--- src/rtl/aq_spsram_256x59_ctrl_if.sv ---
// Request/response handshake bundle between a client and the 256x59 SRAM initiator.
// The client drives requests and consumes responses; the controller is the slave side.
interface aq_spsram_256x59_ctrl_if #(
    parameter int AW = 8,
    parameter int DW = 59
);
    logic          req_vld;
    logic          req_rdy;
    logic          req_wr;
    logic [AW-1:0] req_addr;
    logic [DW-1:0] req_wdata;
    logic [DW-1:0] req_wmask;
    logic          rsp_vld;
    logic          rsp_rdy;
    logic [DW-1:0] rsp_data;

    modport master (
        output req_vld, req_wr, req_addr, req_wdata, req_wmask, rsp_rdy,
        input  req_rdy, rsp_vld, rsp_data
    );

    modport slave (
        input  req_vld, req_wr, req_addr, req_wdata, req_wmask, rsp_rdy,
        output req_rdy, rsp_vld, rsp_data
    );
endinterface

--- src/rtl/aq_spsram_256x59_ctrl.sv ---
// Single-port SRAM initiator: valid/ready requests to CEN/GWEN/WEN cycles, reads returned via 2-entry FIFO.
// Define AQ_SPSRAM_CTRL_INIT_EN to sweep the array to INIT_VAL after reset.
//
// state   | meaning
// ST_PEND | in or just out of reset, SRAM idle, no requests
// ST_INIT | sweeping INIT_VAL into address init_cnt_q
// ST_RUN  | serving requests
module aq_spsram_256x59_ctrl #(
    parameter int                    ADDR_WIDTH = 8,
    parameter int                    DATA_WIDTH = 59,
    parameter logic [DATA_WIDTH-1:0] INIT_VAL   = '0
) (
    input  logic                  clk_i,
    input  logic                  rst_i,
    aq_spsram_256x59_ctrl_if.slave bus,
    output logic                  init_done_o,
    output logic [ADDR_WIDTH-1:0] a_o,
    output logic                  cen_o,
    output logic                  gwen_o,
    output logic [DATA_WIDTH-1:0] wen_o,
    output logic [DATA_WIDTH-1:0] d_o,
    input  logic [DATA_WIDTH-1:0] q_i
);
    localparam logic [ADDR_WIDTH-1:0] CNT_ONE = 1;

    typedef enum logic [1:0] {ST_PEND, ST_INIT, ST_RUN} state_t;

    state_t                  state_q;
    logic [ADDR_WIDTH-1:0]   init_cnt_q;
    logic                    init_done_q;
    logic [ADDR_WIDTH-1:0]   a_q;
    logic [DATA_WIDTH-1:0]   d_q;
    logic                    rd_inflight_q;
    logic [1:0]              fifo_cnt_q;
    logic [DATA_WIDTH-1:0]   fifo_head_q;
    logic [DATA_WIDTH-1:0]   fifo_tail_q;

    logic                    rsp_pop;
    logic                    rsp_push;
    logic [2:0]              occ;
    logic                    credit_ok;
    logic                    req_acc;
    logic                    rd_acc;

    // Outstanding reads after this cycle's pop; one more may be accepted only if it still fits.
    assign rsp_pop   = bus.rsp_vld & bus.rsp_rdy;
    assign rsp_push  = rd_inflight_q;
    assign occ       = 3'(fifo_cnt_q) + 3'(rd_inflight_q) - 3'(rsp_pop);
    assign credit_ok = (occ <= 3'd1);

    assign bus.req_rdy  = init_done_q & (bus.req_wr | credit_ok);
    assign bus.rsp_vld  = (fifo_cnt_q != 2'd0);
    assign bus.rsp_data = fifo_head_q;
    assign init_done_o  = init_done_q;

    assign req_acc = bus.req_vld & bus.req_rdy;
    assign rd_acc  = req_acc & ~bus.req_wr;

    always_ff @(posedge clk_i or posedge rst_i) begin
        if (rst_i) begin
            state_q     <= ST_PEND;
            init_cnt_q  <= '0;
            init_done_q <= 1'b0;
        end else begin
            case (state_q)
                ST_PEND: begin
`ifdef AQ_SPSRAM_CTRL_INIT_EN
                    state_q     <= ST_INIT;
`else
                    state_q     <= ST_RUN;
                    init_done_q <= 1'b1;
`endif
                end
                ST_INIT: begin
                    init_cnt_q <= init_cnt_q + CNT_ONE;
                    if (init_cnt_q == '1) begin
                        state_q     <= ST_RUN;
                        init_done_q <= 1'b1;
                    end
                end
                default: state_q <= ST_RUN;
            endcase
        end
    end

    // A/D keep their last driven value when the SRAM is not selected.
    always_comb begin
        cen_o  = 1'b1;
        gwen_o = 1'b1;
        wen_o  = '1;
        a_o    = a_q;
        d_o    = d_q;
        if (state_q == ST_INIT) begin
            cen_o  = 1'b0;
            gwen_o = 1'b0;
            wen_o  = '0;
            a_o    = init_cnt_q;
            d_o    = INIT_VAL;
        end else if (req_acc) begin
            cen_o = 1'b0;
            a_o   = bus.req_addr;
            if (bus.req_wr) begin
                gwen_o = 1'b0;
                wen_o  = ~bus.req_wmask;
                d_o    = bus.req_wdata;
            end
        end
    end

    always_ff @(posedge clk_i or posedge rst_i) begin
        if (rst_i) begin
            a_q           <= '0;
            d_q           <= '0;
            rd_inflight_q <= 1'b0;
            fifo_cnt_q    <= 2'd0;
            fifo_head_q   <= '0;
            fifo_tail_q   <= '0;
        end else begin
            a_q           <= a_o;
            d_q           <= d_o;
            rd_inflight_q <= rd_acc;
            case ({rsp_push, rsp_pop})
                2'b10: begin
                    if (fifo_cnt_q == 2'd0) fifo_head_q <= q_i;
                    else                    fifo_tail_q <= q_i;
                    fifo_cnt_q <= fifo_cnt_q + 2'd1;
                end
                2'b01: begin
                    fifo_head_q <= fifo_tail_q;
                    fifo_cnt_q  <= fifo_cnt_q - 2'd1;
                end
                2'b11: begin
                    if (fifo_cnt_q == 2'd1) begin
                        fifo_head_q <= q_i;
                    end else begin
                        fifo_head_q <= fifo_tail_q;
                        fifo_tail_q <= q_i;
                    end
                end
                default: ;
            endcase
        end
    end
endmodule

--- src/flat_wrapper.sv ---
// flat-port wrapper written by rule: the top's interface ports become plain ports
module aq_spsram_256x59_ctrl_flat 
#(
    parameter int                    ADDR_WIDTH = 8,
    parameter int                    DATA_WIDTH = 59,
    parameter logic [DATA_WIDTH-1:0] INIT_VAL   = '0
)
  (clk_i, rst_i, init_done_o, a_o, cen_o, gwen_o, wen_o, d_o, q_i, bus_req_vld, bus_req_wr, bus_req_addr, bus_req_wdata, bus_req_wmask, bus_rsp_rdy, bus_req_rdy, bus_rsp_vld, bus_rsp_data);
  aq_spsram_256x59_ctrl_if #(.AW(8), .DW(59)) bus_i ();
  input  logic clk_i;
  input  logic rst_i;
  output logic init_done_o;
  output logic [ADDR_WIDTH-1:0] a_o;
  output logic cen_o;
  output logic gwen_o;
  output logic [DATA_WIDTH-1:0] wen_o;
  output logic [DATA_WIDTH-1:0] d_o;
  input  logic [DATA_WIDTH-1:0] q_i;
  input wire logic [$bits(bus_i.req_vld)-1:0] bus_req_vld;
  input wire logic [$bits(bus_i.req_wr)-1:0] bus_req_wr;
  input wire logic [$bits(bus_i.req_addr)-1:0] bus_req_addr;
  input wire logic [$bits(bus_i.req_wdata)-1:0] bus_req_wdata;
  input wire logic [$bits(bus_i.req_wmask)-1:0] bus_req_wmask;
  input wire logic [$bits(bus_i.rsp_rdy)-1:0] bus_rsp_rdy;
  output wire logic [$bits(bus_i.req_rdy)-1:0] bus_req_rdy;
  output wire logic [$bits(bus_i.rsp_vld)-1:0] bus_rsp_vld;
  output wire logic [$bits(bus_i.rsp_data)-1:0] bus_rsp_data;
  assign bus_i.req_vld = bus_req_vld;
  assign bus_i.req_wr = bus_req_wr;
  assign bus_i.req_addr = bus_req_addr;
  assign bus_i.req_wdata = bus_req_wdata;
  assign bus_i.req_wmask = bus_req_wmask;
  assign bus_i.rsp_rdy = bus_rsp_rdy;
  assign bus_req_rdy = bus_i.req_rdy;
  assign bus_rsp_vld = bus_i.rsp_vld;
  assign bus_rsp_data = bus_i.rsp_data;
  aq_spsram_256x59_ctrl #(.ADDR_WIDTH(ADDR_WIDTH), .DATA_WIDTH(DATA_WIDTH), .INIT_VAL(INIT_VAL)) u_core (.clk_i(clk_i), .rst_i(rst_i), .bus(bus_i), .init_done_o(init_done_o), .a_o(a_o), .cen_o(cen_o), .gwen_o(gwen_o), .wen_o(wen_o), .d_o(d_o), .q_i(q_i));
endmodule
--- config.mk ---
export PLATFORM = sky130hd
export DESIGN_NAME = aq_spsram_256x59_ctrl_flat
export DESIGN_NICKNAME = d
export VERILOG_FILES = /design/src/rtl/aq_spsram_256x59_ctrl_if.sv /design/src/rtl/aq_spsram_256x59_ctrl.sv /design/src/flat_wrapper.sv
export SDC_FILE = /design/constraint.sdc
export NUM_CORES = 1
export LEC_CHECK = 0
export ABC_AREA = 1
export CAP_MARGIN = 20
export CORE_AREA = 3 3 147 149
export DETAILED_ROUTE_END_ITERATION = 7
export DIE_AREA = 0 0 150 152
export DONT_BUFFER_PORTS = 1
export PLACE_DENSITY = 0.66
export SLEW_MARGIN = 20
export SYNTH_ARGS = -nofsm -noshare
export SYNTH_HDL_FRONTEND = slang
export SYNTH_SLANG_ARGS = --single-unit
--- constraint.sdc ---
create_clock -name clk_i -period 6.9 [get_ports clk_i]
set_clock_uncertainty 0.15 [all_clocks]
set_input_delay 1.725 -clock clk_i [delete_from_list [all_inputs] [get_ports clk_i]]
set_output_delay 1.725 -clock clk_i [all_outputs]
set_load 0.005 [all_outputs]
==> results of run 1 <==
-- final cells by class --
| type | count | area, sq um | share of cell area (%) |
|---|---|---|---|
| sequential | 190 | 4755 | 53.33 |
| multi-input combinational | 643 | 2864 | 32.12 |
| clock buffer | 18 | 429.2 | 4.813 |
| tap | 270 | 337.8 | 3.789 |
| inverter | 75 | 287.8 | 3.228 |
| clock inverter | 14 | 148.9 | 1.670 |
| timing repair buffer | 8 | 76.32 | 0.8560 |
| antenna | 7 | 17.52 | 0.1965 |
-- registers in the layout, summed over array words and instances, names as in the netlist --
signal                cells
u_core.fifo_cnt_q         2
u_core.fifo_tail_q       59
u_core.init_done_o        1
u_core.rd_inflight_q      1
u_core.bus.rsp_data      59
u_core.state_q            1
u_core.a_q                8
u_core.d_q               59
-- power by group through the flow --
stage / Clock [mW] / Sequential, mW / Combinational [mW]
final: 0.987 / 1.79 / 1.13
after global routing: 1.06 / 1.84 / 1.30
after CTS: 1.01 / 1.79 / 1.14
after detailed placement: 0 / 1.81 / 1.14
after global placement: 0 / 1.80 / 1.11
after floorplan: 0 / 1.73 / 0.925
-- cell families (layout without fill, tap and decap cells) --
kind of cell             count (synthesis)  in the layout  synth area share, %
AO/OA/AOI/OAI                          122            122                8.525
XOR/XNOR                                 2              2               0.2147
adder cells (fa/ha/maj)                  7              7                1.165
buffers and inverters                  137            115                6.961
flip-flops                             190            190                58.26
other                                    1              8              0.04595
AND/OR/NAND/NOR                        511            511                24.82
-- how the worst max path moves through the flow --
stage | from | to | slack, ns | cells past startpoint
5_1_grt | bus_rsp_rdy | a_o[5] | 0.91 | 12
4_1_cts | bus_rsp_rdy | a_o[2] | 1.12 | 12
6_report | bus_rsp_rdy | a_o[2] | 1.11 | 12
3_3_place_gp | bus_rsp_rdy | a_o[5] | 1.19 | 12
2_1_floorplan | bus_rsp_rdy | a_o[0] | 1.46 | 12
3_5_place_dp | bus_rsp_rdy | a_o[2] | 1.12 | 12
-- synth_stat cells, types with 2 or more instances --
cell      instances  area, sq um
clkbuf_1         27        101.4
buf_2            25        125.1
xnor2_1           2        17.52
ha_1              6        75.07
inv_2             2        7.510
a31oi_1          59        369.1
o21ai_1           2        10.01
nand3_1          61        305.3
inv_1            73        274.0
nor2_1           59        221.5
o21ai_0          58        290.3
nand4_1           9        56.30
nand2_1         380         1426
buf_4             6        45.04
dfrtp_1         190         4755
buf_1             4        15.01
-- routing by layer --
metal	track usage, %	share of wire (%)	vias up
met1	25.88	36	3037
met5	0	0.16	-
met4	8.192	3.3	6
li1	-	-	3006
met2	36.80	47	310
met3	12.72	14	45
-- critical path, stage by stage --
cell,delay (ns)
nand2_1,0.14
inv_1,0.08
ha_1,0.34
inv_1,0.06
ha_1,0.20
fa_1,0.45
inv_1,0.07
nand3_1,0.11
nand2_1,0.26
nand3_2,0.24
nand2_1,0.13
nand2_1,0.11
==> impl_metrics.py, run 1 <==
metrics = {
    "setup_path": {
        "critPathKind": "primary input to primary output",
        "reg2reg_depth": 15,
        "cp.required_ns": 5.03,
        "startpoint_type": "primary input",
        "arrival_ns": 3.91,
        "r2r-end": "u_core.a_q[2]",
        "crit_fanout": 9,
        "critPathCaptureType": "primary output",
        "worstReg2RegStart": "u_core.fifo_cnt_q[1]",
        "r2r_setup_slack_ns": 3.56,
    },
    "grt": {
        "antenna_found_initial": 9,
        "grt_pass1_wl_microns": 39520,
        "grt_pass1_vias": 5929,
        "grt_max_degree": 152,
        "grt_usage_pct": 23.01,
        "grt-ovfl-total": 0,
    },
    "logic_synthesis": {
        "synth.distinct_cells": 23,
        "synthArstFlopShare_pct": 100.0,
        "syn_inst": 970,
        "yosysWarnings": 0,
        "synth.avg_cell_area_sq_um": 8.413,
        "ys.flop_type": "dfrtp_1",
        "syn_nets": 1167,
        "ys_ff_latch": 190,
        "seq_area_frac_synth_pct": 58.26,
        "syn_area_sq_um": 8160,
        "synth-edff-count": 0,
    },
    "min_path": {
        "worstHoldStart": "u_core.state_q[1]",
        "hold_end": "u_core.init_done_o",
        "hold_path_class": "register to register",
        "holdPathStages": 1,
    },
    "detailed_routing": {
        "ant_nets": 0,
        "avgViaCountPerCell": 5.228,
        "drt-pass1-iter-count": 5,
        "wl_per_cell_microns": 22.12,
        "route.vias.total": 6404,
        "drc": 0,
        "dr.first_iter.drc_count": 500,
        "drt-total-wl_microns": 27090,
    },
    "sta": {
        "tightest_slew_ns": 1.034,
        "max_slew_margin_pct": 31.05,
        "rsz0062_at_grt": "no",
        "hold_viol": 0,
        "post-route-period-util_pct": 83.87,
        "fin_ws_ns": 1.113,
        "finalMaxSlewViolations": 0,
        "max_freq_ghz": 0.1728,
        "final.setup.tns_ns": 0,
        "setup_violations": 0,
        "min_period_ns": 5.787,
        "holdWs_ns": 0.2467,
    },
    "clock_network": {
        "htree_levels": 4,
        "cts_hold_buf": 0,
        "numCtsBuffers": 17,
        "post-cts-setup-buffer-count": 0,
        "cts_sinks": 190,
        "cts_tree": "built",
        "post_cts_resized": 0,
        "cts_buffer_depth": 2,
        "clock-root-buffer": "clkbuf_16",
        "clk_latency_ns": 0.42,
        "clk_pin_slew_ns": 0.07,
    },
    "die": {
        "initial_utilization_pct": 40.20,
        "dieArea_sq_um": 22800,
        "pin_count": 380,
        "die_w_microns": 150,
        "coreArea_sq_um": 20300,
        "rows": 52,
        "die_h_microns": 152,
    },
    "power": {
        "switching_power_mw": 1.498,
        "clock_power_share_pct": 25.3,
        "vdd_drop_max_mv": 0.1923,
        "p_leak_nw": 4.399,
        "pwr-share-comb_pct": 28.9,
        "swShare_pct": 38.35,
        "p_per_area_nw_per_um2": 438.1,
        "seq_power_share_pct": 45.8,
        "finalPower_mw": 3.906,
        "p_int_mw": 2.408,
    },
    "layout": {
        "fin_util_pct": 43.92,
        "drive_above_1_share_pct": 5.169,
        "layout_common_cells": "378 x nand2_1, 190 x dfrtp_1, 72 x inv_1",
        "area_growth_syn_to_layout_pct": 9.261,
        "fillers": 2091,
        "layout.nets": 1132,
        "finalNonFillerCells": 1225,
        "final_area_sq_um": 8916,
        "final_common_cell": "nand2_1",
    },
    "run_status": {
        "status": "finished clean",
    },
    "place": {
        "dpl.hpwl_microns": 19580,
        "pre_cts_ws_ns": 1.125,
        "placed_area_sq_um": 8317,
        "io_buffers": 0,
        "place.gp.congestion": 0.9199,
        "dpl.cell_count": 1186,
    },
    "flow_run": {
        "drv_cap": 0,
    },
}
No activity file was read; power rests on OpenSTA's default activity.
==> run 2, diff against run 1 <==
clock period = 4.9 ns   (was 6.9 ns; I/O delays follow)
==> run 2 against run 1 <==
Compared with the run above:
- die area stayed put
- clock power is 40% higher
- combinational power is 43% higher
- first-iteration DRC count is 13% higher
- cell count hardly changed
- via count is 0.25% higher
- cell area is 0.32% higher
- sequential power is 41% higher
- highest routed layer unchanged
- count of clock-buffer cells in the layout is 1 lower
- routed wire length is 2.3% higher
- register-to-register slack worse by 1.7 ns
==> impl_metrics.py, run 2 (same netlist as run 1, synthesis figures left out) <==
metrics = {
    "grt": {
        "grt_max_degree": 119,
        "grt-ovfl-total": 0,
        "antenna_found_initial": 8,
        "grt_pass1_wl_microns": 40260,
        "grt_pass1_vias": 6059,
        "grt_usage_pct": 23.60,
    },
    "clock_network": {
        "cts_buffer_depth": 2,
        "numCtsBuffers": 17,
        "clk_latency_ns": 0.43,
        "clk_pin_slew_ns": 0.07,
        "htree_levels": 4,
        "post_cts_resized": 0,
        "cts_hold_buf": 0,
        "clock-root-buffer": "clkbuf_16",
        "cts_tree": "built",
        "post-cts-setup-buffer-count": 0,
        "cts_sinks": 190,
    },
    "place": {
        "io_buffers": 0,
        "place.gp.congestion": 0.9263,
        "dpl.hpwl_microns": 20400,
    },
    "detailed_routing": {
        "avgViaCountPerCell": 5.245,
        "drt-pass1-iter-count": 6,
        "route.vias.total": 6420,
        "drc": 0,
        "ant_nets": 0,
        "dr.first_iter.drc_count": 565,
        "drt-total-wl_microns": 27710,
        "wl_per_cell_microns": 22.64,
    },
    "layout": {
        "layout_common_cells": "378 x nand2_1, 190 x dfrtp_1, 71 x inv_1",
        "area_growth_syn_to_layout_pct": 9.614,
        "fillers": 2016,
        "seqCellArea_sq_um": 4755,
        "final_common_cell": "nand2_1",
        "multi_input_area_sq_um": 2877,
        "drive_above_1_share_pct": 5.678,
        "layout.nets": 1136,
    },
    "die": {
        "rows": 52,
        "die_h_microns": 152,
        "dieArea_sq_um": 22800,
        "coreArea_sq_um": 20300,
        "die_w_microns": 150,
        "pin_count": 380,
        "initial_utilization_pct": 40.20,
    },
    "sta": {
        "final.setup.tns_ns": 0,
        "max_slew_margin_pct": 31.42,
        "max_freq_ghz": 0.2162,
        "min_period_ns": 4.626,
        "tightest_slew_ns": 1.029,
        "rsz0062_at_grt": "no",
        "setup_violations": 0,
        "hold_viol": 0,
        "post-route-period-util_pct": 94.41,
        "finalMaxSlewViolations": 0,
    },
    "setup_path": {
        "cp.required_ns": 3.52,
        "arrival_ns": 3.25,
        "crit_fanout": 8,
        "startpoint_type": "register",
        "critPathCaptureType": "primary output",
        "critPathKind": "register to primary output",
    },
    "power": {
        "vdd_drop_max_mv": 0.3002,
        "finalPower_mw": 5.521,
        "p_per_area_nw_per_um2": 617.2,
        "p_leak_nw": 4.420,
    },
    "min_path": {
        "hold_path_class": "register to register",
    },
    "flow_run": {
        "drv_cap": 0,
    },
    "run_status": {
        "status": "finished clean",
    },
}
[run 2: area by class of cell]
cell class	instances	share of cell area, %
inverter	75	3.217
tap	270	3.777
clock buffer	17	4.756
antenna	3	0.08393
timing repair buffer	12	1.147
multi-input combinational	643	32.16
clock inverter	14	1.707
sequential	190	53.15
[run 2: through the flow]
stage	setup WS, ns	instances	instance area (sq um)	utilization [%]	hold slack, ns
after CTS	0.1918	1221	8930	43.99	0.2741
after global placement	0.3914	1190	8347	41.12	0.2391
after detailed placement	0.3096	1190	8352	41.14	0.2596
final	0.2738	1224	8945	44.06	0.2668
after floorplan	0.4580	970	8164	-	0.2357
after global routing	0.03566	1224	8945	44.06	0.2738
[run 2: report_power, final]
group / total (mW) / switching [mW] / internal (mW)
registers: 2.52 / 0.367 / 2.15
logic: 1.62 / 1.10 / 0.522
clock network: 1.38 / 0.659 / 0.720
[run 2: final timing paths]
kind | startpoint | end | slack [ns] | cells after the start
setup / recovery | u_core.fifo_cnt_q[1] | a_o[0] | 0.27 | 15
hold / removal | u_core.state_q[1] | u_core.init_done_o | 0.27 | 1
setup reg to reg | u_core.fifo_cnt_q[1] | u_core.a_q[7] | 1.82 | 15
hold reg to reg | u_core.state_q[1] | u_core.init_done_o | 0.27 | 1
max in group asynchronous | rst_i | u_core.fifo_tail_q[22] | 2.81 | 2
min in group asynchronous | rst_i | u_core.a_q[6] | 0.61 | 1
[run 2: critical path: stages, from the launching register on]
cell and delay (ns):
dfrtp_1 0.40, inv_2 0.10, ha_1 0.17, inv_1 0.11, nand2_1 0.17, inv_1 0.08
ha_1 0.34, inv_1 0.07, ha_1 0.19, fa_1 0.45, inv_1 0.07, nand3_1 0.11
nand2_1 0.15, buf_4 0.17, nand4_1 0.09, nand2_1 0.15
[run 2: layer usage]
layer | part of all wire, % | wire (microns) | track usage [%]
met5 | 0.26 | 72 | 0
met3 | 14 | 3761 | 12.33
met1 | 34 | 9457 | 26.64
met2 | 50 | 13920 | 38.67
met4 | 1.8 | 493 | 7.364
==> run 3, diff against run 2 <==
CTS_CLUSTER_DIAMETER = 200   (was default)
CTS_CLUSTER_SIZE = 28   (was default)
==> results of run 3 <==
No change in the layout: final DEF, timing and power equal those of run 2.
